[src/rtl/audio_pkg.sv]
// Shared types and helpers for the audio sample pacing path.
package audio_pkg;

  // Source of the sample presented on each audio tick.
  typedef enum logic [1:0] {
    AUD_FIFO = 2'd0,
    AUD_MUTE = 2'd1,
    AUD_SAW  = 2'd2,
    AUD_RSVD = 2'd3
  } mode_e;

  // Phase accumulator width: one bit of headroom above the modulus so that
  // acc + increment never overflows before the wrap compare.
  function automatic int nco_width(input int clk_hz);
    return $clog2(clk_hz) + 1;
  endfunction

endpackage

[src/rtl/audio_nco.sv]
// Fractional (phase-accumulator) divider: emits a 1-cycle tick at an exact
// average rate of SAMPLE_HZ/CLK_HZ per enabled cycle, plus a ~50 % duty clock
// whose falling edge lands on the tick cycle.
module audio_nco
  import audio_pkg::*;
#(
  parameter int CLK_HZ    = 74_250_000,
  parameter int SAMPLE_HZ = 48_000
) (
  input  logic clk_pixel,
  input  logic reset_n,
  input  logic enable,
  output logic tick,
  output logic clk_out
);

  localparam int ACC_W = nco_width(CLK_HZ);
  localparam logic [ACC_W-1:0] INC_C  = ACC_W'(SAMPLE_HZ);
  localparam logic [ACC_W-1:0] MOD_C  = ACC_W'(CLK_HZ);
  localparam logic [ACC_W-1:0] HALF_C = ACC_W'(CLK_HZ / 2);

  logic [ACC_W-1:0] acc_r;
  logic [ACC_W-1:0] sum_s;
  logic [ACC_W-1:0] acc_next_s;
  logic             wrap_s;
  logic             tick_r;
  logic             clk_out_r;

  // Next accumulator value: subtract the modulus exactly once on wrap so no
  // phase error is ever discarded.
  always_comb begin
    sum_s = acc_r + INC_C;
    if (sum_s >= MOD_C) begin
      wrap_s     = 1'b1;
      acc_next_s = sum_s - MOD_C;
    end else begin
      wrap_s     = 1'b0;
      acc_next_s = sum_s;
    end
  end

  // Accumulator, tick and clock register; all three freeze while disabled so
  // the phase resumes exactly where it stopped.
  always_ff @(posedge clk_pixel or negedge reset_n) begin
    if (!reset_n) begin
      acc_r     <= '0;
      tick_r    <= 1'b0;
      clk_out_r <= 1'b0;
    end else if (enable) begin
      acc_r     <= acc_next_s;
      tick_r    <= wrap_s;
      clk_out_r <= (acc_next_s >= HALF_C);
    end
  end

  assign tick    = tick_r;
  assign clk_out = clk_out_r;

endmodule

[src/rtl/audio_sample_pacer.sv]
// Paces HDMI audio samples from clk_pixel: one sample per NCO tick, taken
// from a show-ahead FIFO, muted, or from per-channel test sawtooths, with
// saturating underrun accounting.
module audio_sample_pacer
  import audio_pkg::*;
#(
  parameter int CLK_HZ      = 74_250_000,
  parameter int SAMPLE_HZ   = 48_000,
  parameter int CHANNELS    = 2,
  parameter int SAMPLE_BITS = 16,
  parameter int HOLD_LAST   = 1,
  parameter int UCNT_BITS   = 16
) (
  input  logic                                  clk_pixel,
  input  logic                                  reset_n,
  input  logic                                  enable,
  input  logic [1:0]                            mode,
  input  logic                                  clear_underrun,
  input  logic [CHANNELS*SAMPLE_BITS-1:0]       fifo_q,
  input  logic                                  fifo_empty,
  output logic                                  fifo_rd,
  output logic                                  clk_audio,
  output logic                                  sample_strobe,
  output logic [CHANNELS-1:0][SAMPLE_BITS-1:0]  audio_sample_word,
  output logic [UCNT_BITS-1:0]                  underrun_count,
  output logic                                  underrun_flag
);

  localparam bit HOLD_C = (HOLD_LAST != 0);

  logic                                 tick_s;
  logic                                 clk_audio_s;
  logic                                 take_s;
  logic                                 starve_s;
  mode_e                                mode_s;
  logic [CHANNELS-1:0][SAMPLE_BITS-1:0] saw_r;
  logic [CHANNELS-1:0][SAMPLE_BITS-1:0] saw_next_s;

  audio_nco #(
    .CLK_HZ    (CLK_HZ),
    .SAMPLE_HZ (SAMPLE_HZ)
  ) u_nco (
    .clk_pixel (clk_pixel),
    .reset_n   (reset_n),
    .enable    (enable),
    .tick      (tick_s),
    .clk_out   (clk_audio_s)
  );

  // clk_audio is already a flop inside the NCO.
  assign clk_audio = clk_audio_s;

  // Tick qualification and underrun detection; mode is only looked at on a
  // tick, so a mid-period mode change lands on the next sample boundary.
  always_comb begin
    mode_s   = mode_e'(mode);
    take_s   = enable & tick_s;
    starve_s = take_s & (mode_s == AUD_FIFO) & fifo_empty;
  end

  // Next sawtooth values: channel c steps by 2^(c+4), wrapping naturally.
  always_comb begin
    saw_next_s = saw_r;
    for (int c = 0; c < CHANNELS; c++) begin
      saw_next_s[c] = saw_r[c] + (SAMPLE_BITS'(1) << (c + 4));
    end
  end

  // Sample register, strobe and pop: updated only in the cycle after a tick,
  // so the whole word changes at once and at most one pop per period occurs.
  always_ff @(posedge clk_pixel or negedge reset_n) begin
    if (!reset_n) begin
      audio_sample_word <= '0;
      sample_strobe     <= 1'b0;
      fifo_rd           <= 1'b0;
      saw_r             <= '0;
    end else begin
      sample_strobe <= 1'b0;
      fifo_rd       <= 1'b0;
      if (take_s) begin
        sample_strobe <= 1'b1;
        case (mode_s)
          AUD_FIFO: begin
            if (!fifo_empty) begin
              audio_sample_word <= fifo_q;
              fifo_rd           <= 1'b1;
            end else if (!HOLD_C) begin
              audio_sample_word <= '0;
            end
          end
          AUD_SAW: begin
            saw_r             <= saw_next_s;
            audio_sample_word <= saw_next_s;
          end
          default: begin
            // Mute (and the reserved code): keep draining so FIFO latency
            // stays bounded when audio is unmuted again.
            audio_sample_word <= '0;
            fifo_rd           <= ~fifo_empty;
          end
        endcase
      end
    end
  end

  // Underrun counter and sticky flag; a clear in the same cycle as a starved
  // tick wins and that tick is not counted.
  always_ff @(posedge clk_pixel or negedge reset_n) begin
    if (!reset_n) begin
      underrun_count <= '0;
      underrun_flag  <= 1'b0;
    end else if (clear_underrun) begin
      underrun_count <= '0;
      underrun_flag  <= 1'b0;
    end else if (starve_s) begin
      underrun_flag <= 1'b1;
      if (underrun_count != '1) begin
        underrun_count <= underrun_count + UCNT_BITS'(1);
      end
    end
  end

endmodule

[config.mk]
export PLATFORM = sky130hd
export DESIGN_NAME = audio_sample_pacer
export DESIGN_NICKNAME = d
export VERILOG_FILES = /design/src/rtl/audio_pkg.sv /design/src/rtl/audio_nco.sv /design/src/rtl/audio_sample_pacer.sv
export SDC_FILE = /design/constraint.sdc
export NUM_CORES = 1
export LEC_CHECK = 0
export CORE_UTILIZATION = 60
export DETAILED_ROUTE_END_ITERATION = 16
export PLACE_DENSITY = 0.87
export RECOVER_POWER = 25
export SLEW_MARGIN = 30
export SYNTH_ARGS = -nofsm -noshare
export SYNTH_HDL_FRONTEND = slang
export SYNTH_SLANG_ARGS = --single-unit
[constraint.sdc]
create_clock -name clk_pixel -period 6.4 [get_ports clk_pixel]
set_clock_uncertainty 0.2 [all_clocks]
set_input_delay 0.96 -clock clk_pixel [delete_from_list [all_inputs] [get_ports clk_pixel]]
set_output_delay 0.96 -clock clk_pixel [all_outputs]
set_load 0.02 [all_outputs]
==> results of run 1 <==
## layout make-up
cell class / count / area, µm²
fill: 738 / 2570
tap: 133 / 166
clock buffer: 11 / 151
timing repair buffer: 98 / 952
clock inverter: 5 / 41.3
inverter: 20 / 75.1
sequential: 100 / 2500
multi-input combinational: 537 / 3450
## placed cells by master (no fill, tap or decap), types with 12 or more instances in the layout
cell type,n
sky130_fd_sc_hd__dfrtp_1,100
sky130_fd_sc_hd__clkdlybuf4s50_1,88
sky130_fd_sc_hd__nand2_1,80
sky130_fd_sc_hd__nor2_1,74
sky130_fd_sc_hd__xnor2_1,74
sky130_fd_sc_hd__a21oi_1,41
sky130_fd_sc_hd__xor2_1,28
sky130_fd_sc_hd__o21ai_0,25
sky130_fd_sc_hd__nand3_1,24
sky130_fd_sc_hd__inv_1,20
sky130_fd_sc_hd__a22o_1,19
sky130_fd_sc_hd__nor3_1,13
sky130_fd_sc_hd__a31oi_1,12
## layer usage
metal	part of all wire (%)	global-route usage [%]	wire length, µm
met5	0	0	0
met4	2.9	12.0	429
met3	5.3	6.83	801
met2	49	47.7	7370
met1	43	36.0	6420
## final timing paths
check                                                  start  cells after the start                           endpoint
setup / recovery                  u_nco.acc_r[7]$_DFFE_PN0P_                     14          u_nco.clk_out$_DFFE_PN0P_
hold / removal             audio_sample_word[21]$_DFFE_PN0P_                      2  audio_sample_word[21]$_DFFE_PN0P_
setup reg to reg                  u_nco.acc_r[7]$_DFFE_PN0P_                     14          u_nco.clk_out$_DFFE_PN0P_
hold reg to reg            audio_sample_word[21]$_DFFE_PN0P_                      2  audio_sample_word[21]$_DFFE_PN0P_
max in group asynchronous                            reset_n                      2   audio_sample_word[8]$_DFFE_PN0P_
min in group asynchronous                            reset_n                      1        u_nco.acc_r[15]$_DFFE_PN0P_
## cell usage after synthesis, types with 12 or more instances
master / count
sky130_fd_sc_hd__nor2_1: 74
sky130_fd_sc_hd__a21oi_1: 41
sky130_fd_sc_hd__a22o_1: 19
sky130_fd_sc_hd__o21ai_0: 25
sky130_fd_sc_hd__nand2_1: 80
sky130_fd_sc_hd__dfrtp_1: 100
sky130_fd_sc_hd__clkbuf_1: 31
sky130_fd_sc_hd__nor3_1: 13
sky130_fd_sc_hd__a31oi_1: 12
sky130_fd_sc_hd__nand3_1: 24
sky130_fd_sc_hd__xnor2_1: 74
sky130_fd_sc_hd__inv_1: 20
sky130_fd_sc_hd__xor2_1: 28
## flip-flops by register name, summed over array words and instances, names as in the netlist, 16 cells and up
name,flops
audio_sample_word,32
u_nco.acc_r,24
saw_r,23
underrun_count,16
## worst max-delay path, delay by kind of cell (launching register included)
family | cells | cell delay, ns
xor gates and xnor gates | 1 | 0.16
DFF | 1 | 0.61
and+or+nand+nor | 3 | 0.98
buffers and inverters | 2 | 0.37
adders and majority gates | 1 | 0.32
AOI/OAI and AO/OA | 7 | 2.01
## where the power goes
| group | internal, mW | switching [mW] |
|---|---|---|
| logic | 0.834 | 1.08 |
| registers | 0.809 | 0.259 |
| clock network | 0.168 | 0.232 |
| total | 1.81 | 1.58 |
## stage by stage
stage                     util, %  hold WS, ns  setup slack, ns
after floorplan                 -        0.265             2.53
after global placement       72.1        0.262             1.57
after detailed placement     72.2        0.265             1.71
after CTS                    74.2        0.289             1.70
after global routing         74.1        0.325             1.30
final                        74.1        0.283             1.62
## cells by family (layout without fill, tap and decap cells)
| logic type | count (synthesis) | in the layout | synth area share [%] |
|---|---|---|---|
| compound gates | 147 | 147 | 16.1 |
| xor+xnor | 102 | 102 | 14.3 |
| flops | 100 | 100 | 40.2 |
| buf+inv | 65 | 134 | 4.68 |
| simple gates | 262 | 262 | 20.1 |
| mux | 19 | 19 | 3.23 |
| fa+ha+maj | 7 | 7 | 1.41 |
==> results.txt, run 1 <==
- Synthesized flop and latch total: 100
- Ordered list of cells on the worst path: inv_1 > ha_1 > nor2b_1 > o21ai_1 > a21oi_1 > or4_1 > and3_1 > a311oi_4 > buf_6 > a2111oi_0 > a211oi_1 > xnor2_1 > o21ai_0 > a41o_1
* Routed WL: about 15000 µm
- The setup path with the least slack is of type reg -> reg.
- For the worst setup path, the data required time is between 6 and 7 ns.
* Sum of negative setup slack: 0 ns
- Dividing total power by cell area gives a power density of ~460 nW/µm².
* Post-route cell area: 7340 µm²
- Synth warnings: 0
- Kind of start point of the critical path: flop
- Post-detailed-route wirelength per cell: 16.6 µm
- The checks that failed: capacitance limit, slew limit.
* Leading register cell type out of synthesis: sky130_fd_sc_hd__dfrtp_1
- Port Buffers: 90
- Number of ports placed on the die boundary: slightly above 90
- Clk slew on worst S/H paths: approximately 0.1 ns
- The run finished, with violations left.
- Dividing the final minimum period by the clock period gives 74.6%.
- Wire length of the first global-routing pass: ~25000 µm
- The worst hold path belongs to the class reg -> reg.
- Number of hold violations in the final report: 0
* Non-filler instance count after layout: ~900
- The average instance in the mapped netlist occupies 8.88 µm².
- Of the synthesized area, sequential elements account for about two fifths.
* CP max FO: 16
- The clock passes through at most 2 buffers.
* CTS tree: done
- Detailed-placement wirelength estimate: 10900 µm
* Measured slew at the worst slew-check pin: between 2 and 2.5 ns
- Counting flops with a built-in enable in the synthesized netlist gives 0.
- After floorplanning, the core was divided into 36 placement rows.
- The analysis attributes to cell leakage a power of ~2.9 nW.
- Count of final setup violators: 0
- First-pass iteration count of the detailed router: 5
- Post-CTS setup buffers: 0
- Reg-to-reg setup timing slack: approximately 1.6 ns
- The count of pins over their slew limit was a little over 100.
* Horizontal die dimension: between 100 and 150 µm
- For this design, the slowest cell found on the critical path is sky130_fd_sc_hd__a311oi_4.
* Maximum ir drop on the vdd rail: roughly 210 µV
* Fraction of synthesized cell area taken by the top area cell type: ~40%
- Derived from the worst setup path, the maximum achievable clock frequency is 0.209 GHz.
- The design draws 3.39 mW.
- In the routed design, unresolved DRC markers number 0.
- Max incr delay on CP: 0.71 ns
- Setup repair after global routing left no endpoint under its margin.
* Placed cell areas: roughly 7200 µm²
- Number of buffers added by the clock tree synthesis step: 9
- Overall via count from detail_route: approximately 5400
- The number of different library cells used by synthesis comes to between 60 and 70.
- The via count of the first global-routing pass is 5300.
* CTS Sinks: 100
* Global-route congestion overflow total: 0
- Maximum capacitance violations: 2
- Total Nets Final: about 800
- Final weighted congestion of routability-driven global placement: between 0.9 and 1
- Leading area contributor after synthesis: sky130_fd_sc_hd__dfrtp_1
- From synthesis to final layout, the design area changed by 17.7%.
- Cells with a size suffix above 1 make up under 10% of the layout.
- Cts-stage hold buffer count: 0
- Initial Util: 62.9%
* Antenna violations before repair: 0
* Worst skew pair latency: between 0.3 and 0.4 ns
- Initial DRC Count: ~330
* Main area contributors after synthesis: sky130_fd_sc_hd__dfrtp_1 (40%), sky130_fd_sc_hd__xnor2_1 (10%), sky130_fd_sc_hd__nand2_1 (4.8%)
- Counting every instance in the synthesized netlist gives 702.
* Antenna viol nets, final: 0
- Across every metal layer, demand over resource in global routing totals 28.8%.
- The clock tree synthesis step divided the H-tree into 3 levels.
- The tree is rooted in a sky130_fd_sc_hd__clkbuf_8.
- Subtracting the final worst setup slack from the clock period gives 4.78 ns.
- Signal arrival time at the worst endpoint: 4.86 ns
- The worst pin sits at a relative slew slack of -50.3%.
* Vias per inst: 5.99
- Net count of the mapped netlist: ~750
- Entering global routing, the biggest net connects 62 pins.
* Post-Synthesis Cell Area: between 6000 and 7000 µm²
- Die Footprint: approximately 11000 µm²
- In the synthesized netlist the async set-or-reset flop fraction comes to 100%.
* Die extent in y: 104 µm
* Number of cells upsized or downsized after cts: 0
- Cells after DPL: 888
- Core box area: 9910 µm²
- 0 antenna diodes ended up in the layout.
- The worst setup path is captured at a flop.
(Power assumes the default switching activity.)
==> inputs of run 2 (changes only) <==
Settings changed: CORE_UTILIZATION 60 to 50, PLACE_DENSITY 0.87 to 0.77.
Clock period 6.4 ns to 4.05 ns, I/O delays scaled along.
==> results.txt, run 2 (same netlist as run 1, synthesis figures left out) <==
- Initial Util: 51.7% (-11 points)
* Initial DRC Count: 350 (+7.4%)
- Outcome: finished with violations
- Sum of negative setup slack: 0 ns (unchanged)
* Fraction of final layout cells sized beyond drive strength 1: 12.8% (+7.2 points)
- Lkg Pwr: 3.23 nW (+10%)
* Largest net degree at the start of global routing: 45 (-27%)
* Reg with most FFs: audio_sample_word
- The via count of the first global-routing pass is 5356 (+1.1%).
* Clock period minus final worst setup slack: 3.91 ns (-0.862 ns)
* CP max FO: 8 (-8)
* Global-route congestion overflow total: 0 (unchanged)
* Routed WL: 15500 µm (+3.4%)
- The final standard cell utilization of the core was 65.9% (-8.2 points).
- In the layout the commonest cells are sky130_fd_sc_hd__dfrtp_1 (99), sky130_fd_sc_hd__clkdlybuf4s50_1 (88), sky130_fd_sc_hd__nand2_1 (80).
- Antenna violations before repair: 0 (unchanged)
- Vias per inst: 5.50 (-8.1%)
* Endpoint of the worst setup timing path: u_nco.clk_out$_DFFE_PN0P_
- Clock Tree Root: sky130_fd_sc_hd__clkbuf_16
- Die Footprint: 12900 µm² (+20%)
* Maximum capacitance violations: 1 (-1)
- The clock-pin transition on the worst setup and hold timing paths came to 0.07 ns (-0.03 ns).
- Number of hold violations in the final report: 0 (unchanged)
- The area of the placeable core was 12100 µm² (+22%).
* Detailed-placement wirelength estimate: 11300 µm (+3.6%)
- Diodes inserted: 0 (unchanged)
* Post-detailed-route wirelength per cell: 15.8 µm (-4.8%)
- Worst skew pair latency: 0.35 ns (-0.04 ns)
- The largest vdd supply drop came to 304 µV (+44%).
* Total GRT Usage: 25.3% (-3.5 points)
- By startpoint and endpoint, the worst setup path is classified as reg -> reg.
- The row count came to 40 (+11%).
- The power density over the cells came to 780 nW/µm² (+69%).
* Horizontal die dimension: 114 µm (+9.4%)
- Reg-to-reg setup timing slack: 0.14 ns (-1.49 ns)
* Worst hold slack across all endpoints: 0.283 ns (-0.000437 ns)
- The count of unresolved DRC violations after routing is 0 (unchanged).
- CTS Sinks: 100 (unchanged)
- The critical path starts at u_nco.acc_r[8]$_DFFE_PN0P_.
* Final weighted congestion of routability-driven global placement: 0.927 (-0.61%)
- Count of final setup violators: 0 (unchanged)
- The count of pins over their slew limit was 45 (-56%).
- The endpoint arrival time on the critical path is 3.96 ns (-0.90 ns).
- Capturing point of the worst reg2reg path: u_nco.clk_out$_DFFE_PN0P_
- Wire length of the first global-routing pass: 25700 µm (+2.5%)
* Cell depth of the worst flop-to-flop path: 14 (unchanged)
- Violations in the final reports: capacitance limit, slew limit
- The worst setup path is captured at a flop.
* CTS tree: done
- The post-layout net count came to 855 (+5.3%).
- Number of buffers added by the clock tree synthesis step: 9 (unchanged)
* First-pass iteration count of the detailed router: 4 (-1)
- Number of ports placed on the die boundary: 91 (unchanged)
- Critical register-to-register path startpoint: u_nco.acc_r[8]$_DFFE_PN0P_
* Cts-stage hold buffer count: 0 (unchanged)
- The deepest level of the CTS H-tree is 3 (unchanged).
* Part of the cycle the worst path needs: 96.7% (+22 points)
- The number of nets with antenna violations after detailed routing came to 0 (unchanged).
- The largest registers in the layout are audio_sample_word x32, u_nco.acc_r x24, saw_r x23.
- The transition time at the pin with the least slew margin came to 2.34 ns (+0.0829 ns).
- Maximum clock rate: 0.255 GHz (+22%)
* Max Root-Sink Buffers: 2 (unchanged)
- The worst setup path is launched from a flop.
* Hold crit path type: reg -> reg
* Port Buffers: 90 (unchanged)
* Die extent in y: 114 µm (+9.4%)
- Required time worst endpoint: 4.09 ns (-2.39 ns)
- Area growth, synth to finish: 27.5%
- Overall via count from detail_route: 5399 (-0.22%)
- Leaving out fill and tap cells, the most frequent cell in the layout is sky130_fd_sc_hd__dfrtp_1.
- The number of stages on the worst hold path was 2 (unchanged).
- Max-slew headroom: -55.8% (-5.5 points)
* Max reg flops: 32 (unchanged)
[run 2: worst min-delay path by stage]
stage / startpoint / to / slack (ns)
after floorplan: reset_n / audio_sample_word[0]$_DFFE_PN0P_ / 0.11
after global placement: audio_sample_word[4]$_DFFE_PN0P_ / audio_sample_word[4]$_DFFE_PN0P_ / 0.26
after detailed placement: audio_sample_word[4]$_DFFE_PN0P_ / audio_sample_word[4]$_DFFE_PN0P_ / 0.27
after CTS: reset_n / u_nco.acc_r[24]$_DFFE_PN0P_ / 0.07
after global routing: audio_sample_word[4]$_DFFE_PN0P_ / audio_sample_word[4]$_DFFE_PN0P_ / 0.30
final: audio_sample_word[4]$_DFFE_PN0P_ / audio_sample_word[4]$_DFFE_PN0P_ / 0.28
[run 2: per-stage QoR]
step | cells | instance area, µm² | setup WS [ns] | total power, mW
after floorplan | 702 | 6230 | 0.177 | 3.93
after global placement | 963 | 7500 | 0.116 | 4.97
after detailed placement | 963 | 7500 | 0.0262 | 5.03
after CTS | 979 | 7840 | 0.00201 | 6.05
after global routing | 982 | 7950 | -0.000689 | 6.63
final | 982 | 7950 | 0.135 | 6.20
[run 2: what timing repair did]
| item | 4_1_cts | 5_1_grt |
|---|---|---|
| resized for setup | 0 | 21 |
| setup buffers | 0 | 3 |
| setup endpoints to repair | 0 | 3 |
| hold endpoints to repair | 0 | 0 |
[run 2: layer usage]
| metal | track usage [%] | vias to the layer above | wire length, µm |
|---|---|---|---|
| met5 | 0 | - | 0 |
| met4 | 8.42 | 0 | 367 |
| met3 | 6.06 | 24 | 697 |
| met2 | 42.1 | 115 | 7620 |
| met1 | 32.3 | 2602 | 6850 |
| li1 | - | 2658 | - |
[run 2: area by class of cell]
| class | count | area [µm²] |
|---|---|---|
| inverters | 20 | 75.1 |
| fillers | 987 | 4110 |
| clock buffers | 11 | 253 |
| well taps | 168 | 210 |
| repair buffers | 141 | 1280 |
| flip-flops and latches | 100 | 2500 |
| multi-input cells | 537 | 3540 |
| clock inverters | 5 | 88.8 |
[run 2: where the power goes]
part	total [mW]	switching, mW	leakage, nW	internal [mW]
Combinational	3.61	1.92	1.76	1.68
Clock	0.982	0.397	0.169	0.584
Sequential	1.61	0.325	1.29	1.28
[run 2: critical path: stages (launching register included)]
cell and delay, ns:
sky130_fd_sc_hd__dfrtp_1 0.41, sky130_fd_sc_hd__inv_1 0.08, sky130_fd_sc_hd__ha_1 0.22, sky130_fd_sc_hd__nor2b_4 0.16
sky130_fd_sc_hd__o21ai_1 0.19, sky130_fd_sc_hd__a21oi_2 0.11, sky130_fd_sc_hd__or4_1 0.45, sky130_fd_sc_hd__and3_2 0.27
sky130_fd_sc_hd__a311oi_4 0.55, sky130_fd_sc_hd__buf_4 0.21, sky130_fd_sc_hd__mux2i_2 0.24, sky130_fd_sc_hd__o32ai_1 0.11
sky130_fd_sc_hd__a31oi_1 0.21, sky130_fd_sc_hd__o21ai_0 0.15, sky130_fd_sc_hd__a41o_1 0.24
==> inputs of run 3 (changes only) <==
Settings changed: CAP_MARGIN set to 20, CORE_UTILIZATION 50 to 51, CTS_CLUSTER_DIAMETER set to 150, PLACE_DENSITY 0.77 to 0.78, SYNTH_HIERARCHICAL set to 1.
==> results.txt, run 3 <==
- The number of enable-type register cells in the synthesized netlist came to 0 (unchanged).
- Combinational family with the most area after synthesis: simple AND/OR/NAND/NOR gates
- In this run the top signal layer used is met4.
* Fraction of final layout cells sized beyond drive strength 1: 13.7% (+0.96 points)
* Die Footprint: 13600 µm² (+5.0%)
* Kind of start point of the critical path: flop
- Post-Synthesis Cell Area: 6680 µm² (+7.2%)
- The static power due to leakage came to 3.48 nW (+7.8%).
- Measured slew at the worst slew-check pin: 1.58 ns (-0.753 ns)
* Ordered list of cells on the worst path: or3_4 > or4_4 > or4_4 > o311a_2 > a21o_1 > a211oi_2 > buf_4 > a211oi_1 > o32a_1 > mux2_2 > o41ai_2 > o2bb2ai_1
- Clock Tree Root: sky130_fd_sc_hd__clkbuf_16
- Vias in the first global route: 5957 (+11%)
- Clk slew on worst S/H paths: 0.08 ns (about the same)
- CTS Sinks: 100 (unchanged)
* Largest net degree at the start of global routing: 66 (+47%)
* Total Nets Final: 930 (+8.8%)
- Most common library cell in the layout ignoring fill and taps: sky130_fd_sc_hd__dfrtp_1
- The synthesized-area fraction occupied by xor and xnor cells is 10.9% (-3.5 points).
* Power density over cell area: 489 nW/µm² (-37%)
- The fraction of post-synthesis cell area in the top cell type by area came to 37.5% (-2.7 points).
- Proportion of synthesized area in mux cells: 3.26% (+0.027 points)
- The post-synthesis area per instance came to 8.70 µm² (-2.0%).
- Synth warnings: 6 (+6)
- Routed length on met1: 8560 µm (+25%)
- The count of pins over their slew limit came to 66 (+47%).
- Number of hold violations in the final report: 0 (unchanged)
- Signal arrival time at the worst endpoint: 4.02 ns (+0.06 ns)
* Worst setup path category: reg -> reg
- sky130_fd_sc_hd__dfrtp_1 takes more of the synthesized area than any other cell.
* Most used standard cells in the synthesized netlist: sky130_fd_sc_hd__dfrtp_1 (100), sky130_fd_sc_hd__nand2_1 (90), sky130_fd_sc_hd__nor2_1 (68), sky130_fd_sc_hd__xnor2_1 (53), sky130_fd_sc_hd__nor3_1 (35)
* First-pass iteration count of the detailed router: 5 (+1)
- The wire length on met3 came to 1170 µm (+68%).
- Standard-cell row count: 41 (+2.5%)
- Area growth, synth to finish: 26.2%
- The final wirelength was 18700 µm (+20%).
* Core box area: 12700 µm² (+5.1%)
- The global placement routability congestion is 0.951 (+2.6%).
- The worst-case hold slack is 0.271 ns (-0.0118 ns).
* Global-route congestion overflow total: 0 (unchanged)
* Hold crit path type: reg -> reg
* Net count of the mapped netlist: 815 (+9.0%)
* CP max FO: 6 (-2)
- Critical path capture point type: flop
- Initial DRC Count: 524 (+50%)
- The number of flip-flops in the largest register was 32 (unchanged).
* Maximum clock rate: 0.254 GHz (-0.61%)
- By area the synthesized netlist is led by sky130_fd_sc_hd__dfrtp_1 (37%), sky130_fd_sc_hd__xnor2_1 (6.9%), sky130_fd_sc_hd__nand2_1 (5.1%).
* Die extent in y: 116 µm (+2.5%)
* Reg with most FFs: audio_sample_word
- The area share of and/or/nand/nor cells after synthesis came to 25.3% (+5.2 points).
- Total GRT Usage: 27.8% (+2.5 points)
* Detailed-routed wire length on met2: 8610 µm (+13%)
- The fraction of the cycle the final worst path needs is 97.3% (+0.59 points).
* Synthesized flop and latch total: 100 (unchanged)
- In the layout the commonest cells are sky130_fd_sc_hd__dfrtp_1 (99), sky130_fd_sc_hd__nand2_1 (90), sky130_fd_sc_hd__clkdlybuf4s50_1 (89).
- The deepest level of the CTS H-tree is 3 (unchanged).
- The largest individual stage delay along the critical path comes from the cell sky130_fd_sc_hd__or4_4.
- The overall power is 4.13 mW (-33%).
- Max Root-Sink Buffers: 2 (unchanged)
- The global-route wire length before repair was 29100 µm (+13%).
- Required time worst endpoint: 4.13 ns (+0.04 ns)
- Yosys instantiated no cell more often than sky130_fd_sc_hd__dfrtp_1.
- The detailed placement HPWL is 13700 µm (+21%).
- Number of buffers added by the clock tree synthesis step: 9 (unchanged)
- Among the stages of the critical path, the cell type that occurs most often is sky130_fd_sc_hd__or4_4.
- The maximum cell stage delay along the critical path is 0.52 ns (-0.03 ns).
- The fraction of the mapped netlist area in compound gates was 17.6% (+1.5 points).
- The final setup violation count came to 0 (unchanged).
- Port Buffers: 90 (unchanged)
- The count of cell types in the netlist came to 80 (+19%).
* Maximum capacitance violations: 1 (unchanged)
* Max-slew headroom: -5.60% (+50 points)
- The number of nets with antenna violations after detailed routing was 0 (unchanged).
* Leading register cell type out of synthesis: sky130_fd_sc_hd__dfrtp_1
- The final standard cell utilization of the core came to 66.5% (+0.62 points).
* Worst skew pair latency: 0.36 ns (about the same)
* Cts-stage hold buffer count: 0 (unchanged)
- The largest vdd supply drop was 430 µV (+41%).
- The synthesized instance count came to 768 (+9.4%).
- The count of unresolved DRC violations after routing is 0 (unchanged).
- Post-synthesis adder-cell area fraction: 1.50% (+0.093 points)
- The wire length per cell was 17.6 µm (+11%).
- The final reports fail on capacitance limit, slew limit.
- TritonCTS built the clock tree.
- The total negative setup slack was 0 ns (unchanged).
- Horizontal die dimension: 116 µm (+2.5%)
* Outcome: finished with violations
* Number of ports placed on the die boundary: 91 (unchanged)
* Number of filler cells placed in the layout: 1023 (+3.6%)
- The proportion of register bits with asynchronous set or reset after synthesis was 100% (unchanged).
- Clock period minus final worst setup slack: 3.94 ns (+0.0239 ns)
* Sequential element share of the synthesized area: 37.5% (-2.7 points)
- The largest registers in the layout are audio_sample_word x32, u_nco/acc_r x24, saw_r x23.
* Initial Util: 52.7% (+1.1 points)
- The number of antenna diodes is 0 (unchanged).
- Overall via count from detail_route: 6328 (+17%)
- Antenna violations before repair: 0 (unchanged)
- The ratio of routed vias to standard cells was 5.97 (+8.6%).
==> run 3: cell types whose count changed after synthesis, sizes merged, moves of 9 or more <==
cell	delta
a22o	-9
nand2	+10
nand3	+9
nor3	+22
xnor2	-21
==> run 3: worst max-delay path: cells and delay by family, from the launching register on <==
kind	cells	cell delay [ns]
AO/OA/AOI/OAI	7	1.44
AND/OR/NAND/NOR	3	1.37
flip-flops	1	0.39
multiplexers	1	0.28
buffers and inverters	1	0.21
==> run 3: path summary, 6_finish.rpt <==
| check | from | end | slack (ns) | cells after the start |
|---|---|---|---|---|
| worst max-delay path | u_nco/acc_r[15]$_DFFE_PN0P_ | u_nco/clk_out$_DFFE_PN0P_ | 0.11 | 12 |
| worst min-delay path | audio_sample_word[17]$_DFFE_PN0P_ | audio_sample_word[17]$_DFFE_PN0P_ | 0.27 | 2 |
| worst max register to register | u_nco/acc_r[15]$_DFFE_PN0P_ | u_nco/clk_out$_DFFE_PN0P_ | 0.11 | 12 |
| worst min register to register | audio_sample_word[17]$_DFFE_PN0P_ | audio_sample_word[17]$_DFFE_PN0P_ | 0.27 | 2 |
| max in group asynchronous | reset_n | u_nco/acc_r[19]$_DFFE_PN0P_ | 2.13 | 2 |
| min in group asynchronous | reset_n | underrun_count[9]$_DFFE_PN0P_ | 0.45 | 1 |
==> run 3: cells by family after synthesis <==
family / after synthesis
compound gates: 163
xor+xnor: 83
fa+ha+maj: 8
buf+inv: 64
flops: 100
mux: 20
simple gates: 330
==> run 3: what timing repair did <==
item	CTS	global route
setup buffers	0	2
resized for setup	0	17
endpoints found under the hold margin	0	0
setup endpoints to repair	0	1
==> run 3: routing by layer <==
metal / global-route usage, % / vias to the layer above
met1: 37.9 / 3047
met4: 8.12 / 0
met2: 45.4 / 237
met3: 4.88 / 35
met5: 0 / -
li1: - / 3009
==> run 3: power breakdown <==
part | total (mW) | leakage [nW] | internal [mW] | switching [mW]
Combinational | 1.99 | 1.98 | 0.874 | 1.12
Clock | 0.938 | 0.155 | 0.498 | 0.440
Sequential | 1.19 | 1.34 | 1.10 | 0.0975
==> run 3: stage by stage <==
stage	cells	cell area [µm²]	setup slack, ns
finish	1060	8430	0.111
global route	1060	8430	-0.0611
CTS	1058	8340	0.0232
detailed placement	1042	8020	0.0525
global placement	1042	8020	0.0907
floorplan	768	6680	0.0751
==> run 3: layout make-up <==
class	count	area, µm²	area share [%]
clock buffer	9	225	2.67
clock inverter	7	97.6	1.16
inverter	20	75.1	0.891
multi-input combinational	604	3980	47.2
sequential	100	2500	29.7
tap	172	215	2.55
timing repair buffer	148	1330	15.8
